### config.mk
export PLATFORM = sky130hd
export DESIGN_NAME = dmem_port_arbiter
export DESIGN_NICKNAME = d
export VERILOG_FILES = /design/src/rtl/dmem_port_arbiter.sv
export SDC_FILE = /design/constraint.sdc
export NUM_CORES = 1
export LEC_CHECK = 0
export CAP_MARGIN = 20
export CORE_MARGIN = 1.5
export CORE_UTILIZATION = 27
export DETAILED_ROUTE_END_ITERATION = 16
export PLACE_DENSITY = 0.88
export SYNTH_ARGS = -nofsm -noshare
export SYNTH_HDL_FRONTEND = slang
export SYNTH_SLANG_ARGS = --single-unit
### constraint.sdc
create_clock -name clock -period 2.6 [get_ports clock]
set_clock_uncertainty 0.05 [all_clocks]
set_input_delay 0.39 -clock clock [delete_from_list [all_inputs] [get_ports clock]]
set_output_delay 0.39 -clock clock [all_outputs]
set_load 0.02 [all_outputs]
### src/rtl/dmem_port_arbiter.sv
// Single-port data RAM arbiter: CPU MEM stage (default priority) vs. DMA/debug loader.
// Defining ARB_STATS_EN adds wrapping grant/stall statistics outputs.
module dmem_port_arbiter #(
    parameter int ADDR_WIDTH = 8,
    parameter int DATA_WIDTH = 32,
    parameter int MAX_WAIT   = 4,
    parameter int BURST_MAX  = 8
) (
    input  logic                  clock,
    input  logic                  reset,
    // CPU side
    input  logic                  cpu_req,
    input  logic                  cpu_we,
    input  logic [ADDR_WIDTH-1:0] cpu_addr,
    input  logic [DATA_WIDTH-1:0] cpu_wdata,
    output logic                  cpu_stall,
    output logic                  cpu_rvalid,
    output logic [DATA_WIDTH-1:0] cpu_rdata,
    // DMA side
    input  logic                  dma_req,
    input  logic                  dma_burst,
    input  logic                  dma_we,
    input  logic [ADDR_WIDTH-1:0] dma_addr,
    input  logic [DATA_WIDTH-1:0] dma_wdata,
    output logic                  dma_ack,
    output logic                  dma_rvalid,
    output logic [DATA_WIDTH-1:0] dma_rdata,
    // RAM side
    output logic                  ram_we,
    output logic [ADDR_WIDTH-1:0] ram_addr,
    output logic [DATA_WIDTH-1:0] ram_din,
    input  logic [DATA_WIDTH-1:0] ram_dout,
`ifdef ARB_STATS_EN
    output logic [31:0]           stat_cpu_grants,
    output logic [31:0]           stat_dma_grants,
    output logic [31:0]           stat_stall_cycles,
`endif
    output logic [0:0]            o_dbg_state
);

    // Handshake: a request is served in the cycle its grant is high (cpu_stall low
    // for the CPU, dma_ack high for DMA); read data follows exactly one cycle later
    // qualified by the matching rvalid, writes complete in the grant cycle.

    localparam logic [0:0] S_CPU = 1'b0;
    localparam logic [0:0] S_DMA = 1'b1;

    localparam logic [1:0] RD_NONE = 2'd0;
    localparam logic [1:0] RD_CPU  = 2'd1;
    localparam logic [1:0] RD_DMA  = 2'd2;

    localparam logic [7:0] MAX_WAIT_C  = 8'(MAX_WAIT);
    localparam logic [7:0] BURST_MAX_C = 8'(BURST_MAX);

    logic [0:0] r_state;
    logic [0:0] w_state_nxt;
    logic [7:0] r_wait_cnt;
    logic [7:0] w_wait_nxt;
    logic [7:0] r_burst_cnt;
    logic [7:0] w_burst_nxt;
    logic [7:0] w_burst_inc;
    logic [1:0] r_rd_owner;
    logic [1:0] w_rd_owner_nxt;
    logic       w_cpu_gnt;
    logic       w_dma_gnt;
    logic       w_dma_starved;
    logic       w_burst_keep;

    assign w_dma_starved = (r_wait_cnt == MAX_WAIT_C);
    assign w_burst_inc   = (r_burst_cnt >= BURST_MAX_C) ? BURST_MAX_C : r_burst_cnt + 8'd1;
    assign w_burst_keep  = dma_req & dma_burst & (~cpu_req | (r_burst_cnt < BURST_MAX_C));

    // Grant decision; everything is forced idle while reset is held.
    always_comb begin
        w_cpu_gnt   = 1'b0;
        w_dma_gnt   = 1'b0;
        w_state_nxt = r_state;
        w_burst_nxt = r_burst_cnt;
        if (!reset) begin
            case (r_state)
                S_CPU: begin
                    if (dma_req && (!cpu_req || w_dma_starved)) begin
                        w_dma_gnt = 1'b1;
                        if (dma_burst) begin
                            w_state_nxt = S_DMA;
                            w_burst_nxt = 8'd1;
                        end
                    end else if (cpu_req) begin
                        w_cpu_gnt = 1'b1;
                    end
                end
                default: begin
                    if (w_burst_keep) begin
                        w_dma_gnt   = 1'b1;
                        w_burst_nxt = w_burst_inc;
                    end else begin
                        w_state_nxt = S_CPU;
                        w_burst_nxt = 8'd0;
                        if (cpu_req) begin
                            w_cpu_gnt = 1'b1;
                        end else if (dma_req) begin
                            w_dma_gnt = 1'b1;
                        end
                    end
                end
            endcase
        end
    end

    always_comb begin
        w_wait_nxt = 8'd0;
        if (dma_req && !w_dma_gnt) begin
            w_wait_nxt = w_dma_starved ? r_wait_cnt : r_wait_cnt + 8'd1;
        end
    end

    always_comb begin
        w_rd_owner_nxt = RD_NONE;
        if (w_cpu_gnt && !cpu_we) begin
            w_rd_owner_nxt = RD_CPU;
        end else if (w_dma_gnt && !dma_we) begin
            w_rd_owner_nxt = RD_DMA;
        end
    end

    always_ff @(posedge clock or posedge reset) begin
        if (reset) begin
            r_state     <= S_CPU;
            r_wait_cnt  <= 8'd0;
            r_burst_cnt <= 8'd0;
            r_rd_owner  <= RD_NONE;
        end else begin
            r_state     <= w_state_nxt;
            r_wait_cnt  <= w_wait_nxt;
            r_burst_cnt <= w_burst_nxt;
            r_rd_owner  <= w_rd_owner_nxt;
        end
    end

    always_comb begin
        ram_we   = 1'b0;
        ram_addr = '0;
        ram_din  = '0;
        if (w_cpu_gnt) begin
            ram_we   = cpu_we;
            ram_addr = cpu_addr;
            ram_din  = cpu_wdata;
        end else if (w_dma_gnt) begin
            ram_we   = dma_we;
            ram_addr = dma_addr;
            ram_din  = dma_wdata;
        end
    end

    assign cpu_stall   = cpu_req & ~w_cpu_gnt;
    assign dma_ack     = w_dma_gnt;
    assign cpu_rvalid  = (r_rd_owner == RD_CPU);
    assign dma_rvalid  = (r_rd_owner == RD_DMA);
    assign cpu_rdata   = cpu_rvalid ? ram_dout : '0;
    assign dma_rdata   = dma_rvalid ? ram_dout : '0;
    assign o_dbg_state = r_state;

`ifdef ARB_STATS_EN
    logic [31:0] r_stat_cpu;
    logic [31:0] r_stat_dma;
    logic [31:0] r_stat_stall;

    always_ff @(posedge clock or posedge reset) begin
        if (reset) begin
            r_stat_cpu   <= 32'd0;
            r_stat_dma   <= 32'd0;
            r_stat_stall <= 32'd0;
        end else begin
            if (w_cpu_gnt) r_stat_cpu <= r_stat_cpu + 32'd1;
            if (w_dma_gnt) r_stat_dma <= r_stat_dma + 32'd1;
            if (cpu_stall) r_stat_stall <= r_stat_stall + 32'd1;
        end
    end

    assign stat_cpu_grants   = r_stat_cpu;
    assign stat_dma_grants   = r_stat_dma;
    assign stat_stall_cycles = r_stat_stall;
`endif

endmodule

==> results of run 1 <==
==> layout by cell type, fill, tap and decap left out, types with 5 or more instances in the layout <==
cell                              Yosys  final
sky130_fd_sc_hd__a22o_1              41     38
sky130_fd_sc_hd__and2_1              65     65
sky130_fd_sc_hd__buf_4                0     31
sky130_fd_sc_hd__buf_6                5     40
sky130_fd_sc_hd__clkdlybuf4s50_1      0    185
sky130_fd_sc_hd__dfrtp_1             19     19
sky130_fd_sc_hd__diode_2              0      6
sky130_fd_sc_hd__inv_1                7      7
sky130_fd_sc_hd__nand2_1              5      5
sky130_fd_sc_hd__nand3_1              9      9
sky130_fd_sc_hd__nor2_1               9      9
sky130_fd_sc_hd__nor3_1               5      5
==> power by group through the flow <==
| stage | clock network [mW] | logic, mW | registers (mW) |
|---|---|---|---|
| 3_5_place_dp | 0 | 0.720 | 0.329 |
| 6_report | 0.208 | 0.793 | 0.324 |
| 5_1_grt | 0.235 | 0.837 | 0.327 |
| 2_1_floorplan | 0 | 0.303 | 0.334 |
| 4_1_cts | 0.215 | 0.756 | 0.323 |
| 3_3_place_gp | 0 | 0.707 | 0.329 |
==> through the flow <==
stage               utilization, %  power [mW]  std cells
finish                       68.70       1.325        578
global route                 68.51       1.399        573
CTS                          66.41       1.294        568
detailed placement           64.15       1.050        558
global placement             64.15       1.036        558
floorplan                        -      0.6369        225
==> cell families after synthesis <==
family                   count (synthesis)  share of synthesized area [%]
XOR/XNOR                                 7                          3.141
AO/OA/AOI/OAI                           61                          26.60
flip-flops                              19                          24.36
adder cells (fa/ha/maj)                  4                          2.564
buffers and inverters                   25                          9.103
AND/OR/NAND/NOR                        109                          34.23
==> worst paths after layout <==
path	end	slack [ps]	cells after the start	from
setup reg to reg	r_burst_cnt[5]$_DFFE_PP0P_	340	9	r_wait_cnt[1]$_DFFE_PP0P_
max in group asynchronous	r_rd_owner[1]$_DFF_PP0_	1800	3	reset
hold reg to reg	r_burst_cnt[1]$_DFFE_PP0P_	500	2	r_burst_cnt[1]$_DFFE_PP0P_
min in group clock	r_burst_cnt[1]$_DFFE_PP0P_	500	2	r_burst_cnt[1]$_DFFE_PP0P_
setup / recovery	ram_addr[5]	-280	8	r_burst_cnt[3]$_DFFE_PP0P_
hold / removal	r_burst_cnt[0]$_DFFE_PP0P_	490	3	reset
==> sequential cells by signal (all words and copies together) (netlist names) <==
name and count:
o_dbg_state 1, r_burst_cnt 8, r_rd_owner 2, r_wait_cnt 8
==> metal layers <==
layer / part of all wire, % / vias up / GRT usage (%)
met5: 0.48 / - / 0
met4: 0.87 / 8 / 3.267
met3: 13 / 19 / 14.51
met2: 47 / 153 / 41.36
met1: 38 / 1252 / 29.61
li1: - / 1312 / -
==> repair_timing <==
| action | 4_1_cts | 5_1_grt |
|---|---|---|
| cloned | 2 | 2 |
| pin swaps | 2 | 33 |
| gates resized for setup | 246 | 17 |
| hold endpoints to repair | 0 | 0 |
| buffers inserted | 4 | 2 |
| endpoints found under the setup margin | 43 | 43 |
==> layout make-up <==
type                            instances  area (µm²)  share of cell area (%)
Timing Repair Buffer                  265        2735                   57.65
Inverter                                7       26.28                  0.5538
Tap cell                               96       120.1                   2.532
Clock inverter                          1       5.005                  0.1055
Antenna cell                            6       15.01                  0.3165
Multi-Input combinational cell        181        1326                   27.95
Sequential cell                        19       475.5                   10.02
Clock buffer                            3       41.29                  0.8703
==> worst min-delay path, stage by stage <==
cell	delay, ps
sky130_fd_sc_hd__clkdlybuf4s50_1	420
sky130_fd_sc_hd__inv_1	90
sky130_fd_sc_hd__buf_4	280
==> flow_results.xml, run 1 <==
<?xml version="1.0" encoding="UTF-8"?>
<metrics>
  <group name="route">
    <metric name="routed-via-count" unit="">2744</metric>
    <metric name="detail_route.vias_per_cell" unit="">4.747</metric>
    <metric name="routed_wire_length_per_instance" unit="µm">18.49</metric>
    <metric name="totalWireLength" unit="µm">10690</metric>
    <metric name="detail-route-antenna-nets" unit="">0</metric>
    <metric name="drc" unit="">0</metric>
    <metric name="firstDrtPassIters" unit="">4</metric>
    <metric name="drt_iter0_drc" unit="">106</metric>
  </group>
  <group name="place">
    <metric name="postPlaceCellArea" unit="µm²">4431</metric>
    <metric name="detailed_place_hpwl" unit="µm">8743</metric>
    <metric name="port-buffer-count" unit="">228</metric>
    <metric name="place_ws" unit="ps">-568.2</metric>
    <metric name="place_congestion" unit="">0.9590</metric>
  </group>
  <group name="cts">
    <metric name="worst_skew_pair.late_latency" unit="ps">260</metric>
    <metric name="number_of_buffers_between_clock_root_and_the_deepest_sink" unit="">2</metric>
    <metric name="postCtsHoldBufs" unit="">0</metric>
    <metric name="tritoncts" unit="">yes</metric>
    <metric name="cts.sinks" unit="">19</metric>
    <metric name="clock_pin_slew_worst_setup_and_hold_paths" unit="ps">70</metric>
    <metric name="cts-root-buf" unit="">sky130_fd_sc_hd__clkbuf_8</metric>
    <metric name="htreeDepth" unit="">1</metric>
    <metric name="cts_made_buffers" unit="">3</metric>
  </group>
  <group name="die">
    <metric name="floorplan.die_area" unit="µm²">7748</metric>
    <metric name="chipWidth" unit="µm">88.03</metric>
    <metric name="io_pins" unit="">229</metric>
    <metric name="start_util" unit="%">28.26</metric>
    <metric name="die_height" unit="µm">88.03</metric>
    <metric name="floorplan.rows" unit="">30</metric>
    <metric name="design.core.area" unit="µm²">6907</metric>
  </group>
  <group name="sta">
    <metric name="worstMarginPinSlew" unit="ps">399.2</metric>
    <metric name="setup-violations-final" unit="">43</metric>
    <metric name="achievable_freq" unit="MHz">347.8</metric>
    <metric name="layout_worst_path_cycle_share" unit="%">110.6</metric>
    <metric name="finalCriticalPeriod" unit="ps">2875</metric>
    <metric name="setup_slack" unit="ps">-275.5</metric>
    <metric name="fin_tns_setup" unit="ps">-9991</metric>
    <metric name="relative_slew_slack" unit="%">72.70</metric>
    <metric name="rsz0062_at_grt" unit="">yes</metric>
    <metric name="drv_slew" unit="">0</metric>
    <metric name="hold_slack" unit="ps">489.2</metric>
    <metric name="report.final.hold_viol_count" unit="">0</metric>
  </group>
  <group name="run">
    <metric name="cap_viol_max_count" unit="">0</metric>
  </group>
  <group name="yosys">
    <metric name="synth_top_cell_by_area" unit="">sky130_fd_sc_hd__dfrtp_1</metric>
    <metric name="synth_cell_types" unit="">37</metric>
    <metric name="async_reset_ff_share" unit="%">100.0</metric>
    <metric name="cell_area_after_synthesis" unit="µm²">1952</metric>
    <metric name="ys_ff_latch" unit="">19</metric>
    <metric name="synth_cells" unit="">225</metric>
    <metric name="synth_area_leaders" unit="">sky130_fd_sc_hd__dfrtp_1 24%, sky130_fd_sc_hd__and2_1 21%, sky130_fd_sc_hd__a22o_1 18%, sky130_fd_sc_hd__buf_8 3.1%, sky130_fd_sc_hd__buf_6 2.9%</metric>
    <metric name="mapped_avg_cell_area" unit="µm²">8.675</metric>
    <metric name="synth_ff_type" unit="">sky130_fd_sc_hd__dfrtp_1</metric>
    <metric name="post-synth-top-area-fraction" unit="%">24.36</metric>
    <metric name="synth_commonest_cells" unit="">65 x sky130_fd_sc_hd__and2_1, 41 x sky130_fd_sc_hd__a22o_1, 19 x sky130_fd_sc_hd__dfrtp_1</metric>
    <metric name="synth-seq-area-share" unit="%">24.36</metric>
    <metric name="syn_nets" unit="">348</metric>
    <metric name="synth_enable_flop_cells" unit="">0</metric>
    <metric name="most_repeated_cell_in_the_gate_level_netlist_after_synthesis" unit="">sky130_fd_sc_hd__and2_1</metric>
    <metric name="yosys_warnings" unit="">0</metric>
  </group>
  <group name="cells_and_area">
    <metric name="fillers" unit="">556</metric>
    <metric name="drive_gt1_share" unit="%">19.96</metric>
    <metric name="final_net_count" unit="">600</metric>
    <metric name="design_area" unit="µm²">4745</metric>
    <metric name="syn_to_final_growth" unit="%">143.1</metric>
  </group>
  <group name="grt">
    <metric name="antenna_found_initial" unit="">11</metric>
    <metric name="grt_pass1_vias" unit="">2657</metric>
    <metric name="global_route_wire_length_before_repair" unit="µm">14540</metric>
    <metric name="grt_use_total" unit="%">25.27</metric>
    <metric name="grt_max_degree" unit="">39</metric>
    <metric name="grt.overflow.total" unit="">0</metric>
  </group>
  <group name="pwr">
    <metric name="sw_frac_of_total" unit="%">33.89</metric>
    <metric name="worst_ir_drop_vdd" unit="mV">0.2736</metric>
    <metric name="combinational_power_share" unit="%">59.9</metric>
    <metric name="switchingPower" unit="µW">449.1</metric>
    <metric name="cell_area_power_density" unit="nW/µm²">279.3</metric>
    <metric name="p_leak" unit="nW">2.062</metric>
    <metric name="cell_internal_pwr" unit="µW">876.1</metric>
    <metric name="power.share.sequential" unit="%">24.4</metric>
    <metric name="power_frac_clock" unit="%">15.7</metric>
  </group>
  <group name="critical_path">
    <metric name="worst_setup_path_start_kind" unit="">flip-flop</metric>
    <metric name="timing.critical_path.slowest_cell_delay" unit="ps">550</metric>
    <metric name="critical-path-slowest-cell" unit="">sky130_fd_sc_hd__or4_4</metric>
    <metric name="critical_path.cell_chain" unit="">or4_4, or3_4, o221a_4, nor2_8, buf_12, buf_16, a22o_1, buf_6</metric>
    <metric name="setup.worst_path.class" unit="">reg -&gt; out</metric>
    <metric name="critPathMaxFanout" unit="">9</metric>
    <metric name="crit_path_max_delay_family" unit="">simple AND/OR/NAND/NOR gates</metric>
    <metric name="worstPathRequired" unit="ps">2160</metric>
    <metric name="crit_path_end_kind" unit="">output port</metric>
    <metric name="worstPathBufferInverterCount" unit="">3</metric>
    <metric name="critPathArrivalTime" unit="ps">2440</metric>
  </group>
  <group name="run_status">
    <metric name="outcome" unit="">finished with violations</metric>
    <metric name="violations_in_the_final_reports" unit="">setup timing</metric>
  </group>
  <group name="worst_hold_path">
    <metric name="hold_path.class" unit="">in -&gt; async</metric>
  </group>
</metrics>
Note: power is estimated with default switching activity, not from simulation.
==> run 2: changes to the inputs <==
--- a/config.mk
+++ b/config.mk
@@ -10,6 +10,8 @@
 export CORE_UTILIZATION = 27
 export DETAILED_ROUTE_END_ITERATION = 16
 export PLACE_DENSITY = 0.88
+export RECOVER_POWER = 50
+export REMOVE_ABC_BUFFERS = 1
 export SYNTH_ARGS = -nofsm -noshare
 export SYNTH_HDL_FRONTEND = slang
 export SYNTH_SLANG_ARGS = --single-unit
==> run 2 against run 1 <==
Compared with the run above:
- the run still ends with setup timing left
- maximum frequency up 3.5%
- setup slack better by 96 ps
- first-iteration DRC count down 59%
- die area unchanged
- sequential power about the same
- clock-buffer cell count unchanged
- wire length down 11%
- utilization down 1.1 points
- critical path type unchanged
==> flow_results.xml, run 2 (same netlist as run 1, synthesis figures left out) <==
<?xml version="1.0" encoding="UTF-8"?>
<metrics>
  <group name="run">
    <metric name="cap_viol_max_count" unit="">0</metric>
  </group>
  <group name="die">
    <metric name="io_pins" unit="">229</metric>
    <metric name="die_height" unit="µm">88.03</metric>
    <metric name="floorplan.die_area" unit="µm²">7748</metric>
    <metric name="chipWidth" unit="µm">88.03</metric>
    <metric name="floorplan.rows" unit="">30</metric>
    <metric name="start_util" unit="%">28.26</metric>
    <metric name="design.core.area" unit="µm²">6907</metric>
  </group>
  <group name="cells_and_area">
    <metric name="syn_to_final_growth" unit="%">139.1</metric>
    <metric name="multi_input_gate_area_in_the_final_layout" unit="µm²">1343</metric>
    <metric name="final_net_count" unit="">599</metric>
    <metric name="utilization" unit="%">67.57</metric>
    <metric name="layout_commonest_cell" unit="">sky130_fd_sc_hd__clkdlybuf4s50_1</metric>
    <metric name="most-common-layout-cells" unit="">184 x sky130_fd_sc_hd__clkdlybuf4s50_1, 65 x sky130_fd_sc_hd__and2_1, 46 x sky130_fd_sc_hd__buf_6</metric>
    <metric name="design_area" unit="µm²">4667</metric>
    <metric name="fillers" unit="">560</metric>
    <metric name="n_antenna_cell" unit="">0</metric>
    <metric name="largest_registers" unit="">r_burst_cnt x8, r_wait_cnt x8, r_rd_owner x2</metric>
    <metric name="area.sequential" unit="µm²">475.5</metric>
    <metric name="drive_gt1_share" unit="%">19.79</metric>
  </group>
  <group name="grt">
    <metric name="grt.overflow.total" unit="">0</metric>
    <metric name="antenna_found_initial" unit="">0</metric>
    <metric name="grt_pass1_vias" unit="">2667</metric>
    <metric name="grt_max_degree" unit="">37</metric>
    <metric name="grt_use_total" unit="%">21.93</metric>
    <metric name="global_route_wire_length_before_repair" unit="µm">13180</metric>
  </group>
  <group name="sta">
    <metric name="rsz0062_at_grt" unit="">yes</metric>
    <metric name="report.final.hold_viol_count" unit="">0</metric>
    <metric name="achievable_freq" unit="MHz">359.8</metric>
    <metric name="setup-violations-final" unit="">43</metric>
    <metric name="finalCriticalPeriod" unit="ps">2779</metric>
    <metric name="relative_slew_slack" unit="%">28.83</metric>
    <metric name="fin_tns_setup" unit="ps">-6380</metric>
    <metric name="worstMarginPinSlew" unit="ps">1068</metric>
    <metric name="layout_worst_path_cycle_share" unit="%">106.9</metric>
    <metric name="drv_slew" unit="">0</metric>
    <metric name="setup_slack" unit="ps">-179.0</metric>
  </group>
  <group name="cts">
    <metric name="postCtsHoldBufs" unit="">0</metric>
    <metric name="htreeDepth" unit="">1</metric>
    <metric name="number_of_buffers_between_clock_root_and_the_deepest_sink" unit="">2</metric>
    <metric name="worst_skew_pair.late_latency" unit="ps">250</metric>
    <metric name="cts-root-buf" unit="">sky130_fd_sc_hd__clkbuf_8</metric>
    <metric name="clock_pin_slew_worst_setup_and_hold_paths" unit="ps">70</metric>
    <metric name="cts_made_buffers" unit="">3</metric>
    <metric name="cts.sinks" unit="">19</metric>
    <metric name="tritoncts" unit="">yes</metric>
  </group>
  <group name="critical_path">
    <metric name="cpMostUsedCell" unit="">sky130_fd_sc_hd__buf_6</metric>
    <metric name="crit_path_end_kind" unit="">output port</metric>
    <metric name="critical-path-slowest-cell" unit="">sky130_fd_sc_hd__or4_4</metric>
    <metric name="critPathArrivalTime" unit="ps">2340</metric>
    <metric name="crit_path_max_delay_family" unit="">simple AND/OR/NAND/NOR gates</metric>
    <metric name="timing.critical_path.slowest_cell_delay" unit="ps">550</metric>
    <metric name="setup.worst_path.class" unit="">reg -&gt; out</metric>
    <metric name="worstPathRequired" unit="ps">2160</metric>
    <metric name="worst_setup_path_start_kind" unit="">flip-flop</metric>
    <metric name="critical_path.cell_chain" unit="">or4_4, or3_4, o221a_4, nor2_8, buf_6, a22o_1, buf_6</metric>
    <metric name="worstPathBufferInverterCount" unit="">2</metric>
    <metric name="reg_to_reg_slack_setup" unit="ps">210</metric>
    <metric name="critPathMaxFanout" unit="">9</metric>
  </group>
  <group name="pwr">
    <metric name="p_leak" unit="nW">2.044</metric>
    <metric name="worst_ir_drop_vdd" unit="mV">0.2056</metric>
    <metric name="cell_area_power_density" unit="nW/µm²">278.0</metric>
  </group>
  <group name="route">
    <metric name="detail_route.vias_per_cell" unit="">4.767</metric>
    <metric name="routed_wire_length_per_instance" unit="µm">16.65</metric>
    <metric name="totalWireLength" unit="µm">9510</metric>
    <metric name="routed-via-count" unit="">2722</metric>
    <metric name="detail-route-antenna-nets" unit="">0</metric>
    <metric name="drt_iter0_drc" unit="">43</metric>
    <metric name="firstDrtPassIters" unit="">4</metric>
    <metric name="drc" unit="">0</metric>
  </group>
  <group name="run_status">
    <metric name="violations_in_the_final_reports" unit="">setup timing</metric>
    <metric name="outcome" unit="">finished with violations</metric>
  </group>
  <group name="place">
    <metric name="place_ws" unit="ps">-456.7</metric>
    <metric name="place_congestion" unit="">0.8746</metric>
    <metric name="postPlaceCellArea" unit="µm²">4420</metric>
    <metric name="detailed_place_hpwl" unit="µm">7583</metric>
    <metric name="port-buffer-count" unit="">228</metric>
  </group>
  <group name="worst_hold_path">
    <metric name="hold_path.class" unit="">reg -&gt; reg</metric>
  </group>
</metrics>
## run 2: cell count changes in the layout (fill, tap and decap cells not counted), sizes merged
cell | before | now
dlygate4sd3 | 0 | 1
clkdlybuf4s50 | 185 | 184
buf | 78 | 77
diode | 6 | 0
## run 2: timing repair
action,CTS,global route
buffers inserted,6,6
endpoints found under the setup margin,43,43
gates cloned,2,1
pin swaps,17,11
gates resized for setup,263,8
## run 2: stage by stage
stage | cells | hold slack (ps) | power (mW)
after floorplan | 207 | 305.9 | 0.6054
after global placement | 557 | 429.4 | 1.032
after detailed placement | 557 | 440.4 | 1.046
after CTS | 569 | 477.0 | 1.306
after global routing | 571 | 500.9 | 1.367
final | 571 | 482.9 | 1.298
## run 2: routing by layer
| layer | wire (µm) | track usage, % | vias to the layer above | share of wire [%] |
|---|---|---|---|---|
| li1 | - | - | 1311 | - |
| met1 | 3315 | 22.84 | 1256 | 35 |
| met2 | 5367 | 44.27 | 145 | 56 |
| met3 | 706 | 4.618 | 10 | 7.4 |
| met4 | 120 | 4.830 | 0 | 1.3 |
| met5 | 0 | 0 | - | 0 |
## run 2: worst paths after layout
kind | endpoint | cells past startpoint | start
max | ram_addr[6] | 7 | r_burst_cnt[7]$_DFFE_PP0P_
min | r_burst_cnt[4]$_DFFE_PP0P_ | 1 | r_burst_cnt[4]$_DFFE_PP0P_
max reg2reg | r_burst_cnt[3]$_DFFE_PP0P_ | 9 | r_wait_cnt[1]$_DFFE_PP0P_
min reg2reg | r_burst_cnt[4]$_DFFE_PP0P_ | 1 | r_burst_cnt[4]$_DFFE_PP0P_
max in group asynchronous | r_burst_cnt[3]$_DFFE_PP0P_ | 3 | reset
min in group asynchronous | r_rd_owner[0]$_DFF_PP0_ | 3 | reset
## run 2: layout make-up
cell class / instances / area share [%]
clock buffer: 3 / 0.8847
tap: 96 / 2.574
inverter: 7 / 0.5630
clock inverter: 1 / 0.1072
sequential: 19 / 10.19
multi-input combinational: 181 / 28.77
timing repair buffer: 264 / 56.92
## run 2: power by group
part | internal [mW] | switching, mW
logic | 0.445 | 0.326
registers | 0.311 | 0.0135
clock network | 0.106 | 0.0957
==> run 3: changes to the inputs <==
--- a/config.mk
+++ b/config.mk
@@ -8,6 +8,7 @@
 export CAP_MARGIN = 20
 export CORE_MARGIN = 1.5
 export CORE_UTILIZATION = 27
+export CTS_CLUSTER_DIAMETER = 80
 export DETAILED_ROUTE_END_ITERATION = 16
 export PLACE_DENSITY = 0.88
 export RECOVER_POWER = 50
==> results of run 3 <==
The final DEF is identical to that of run 2; final timing and power are the same.
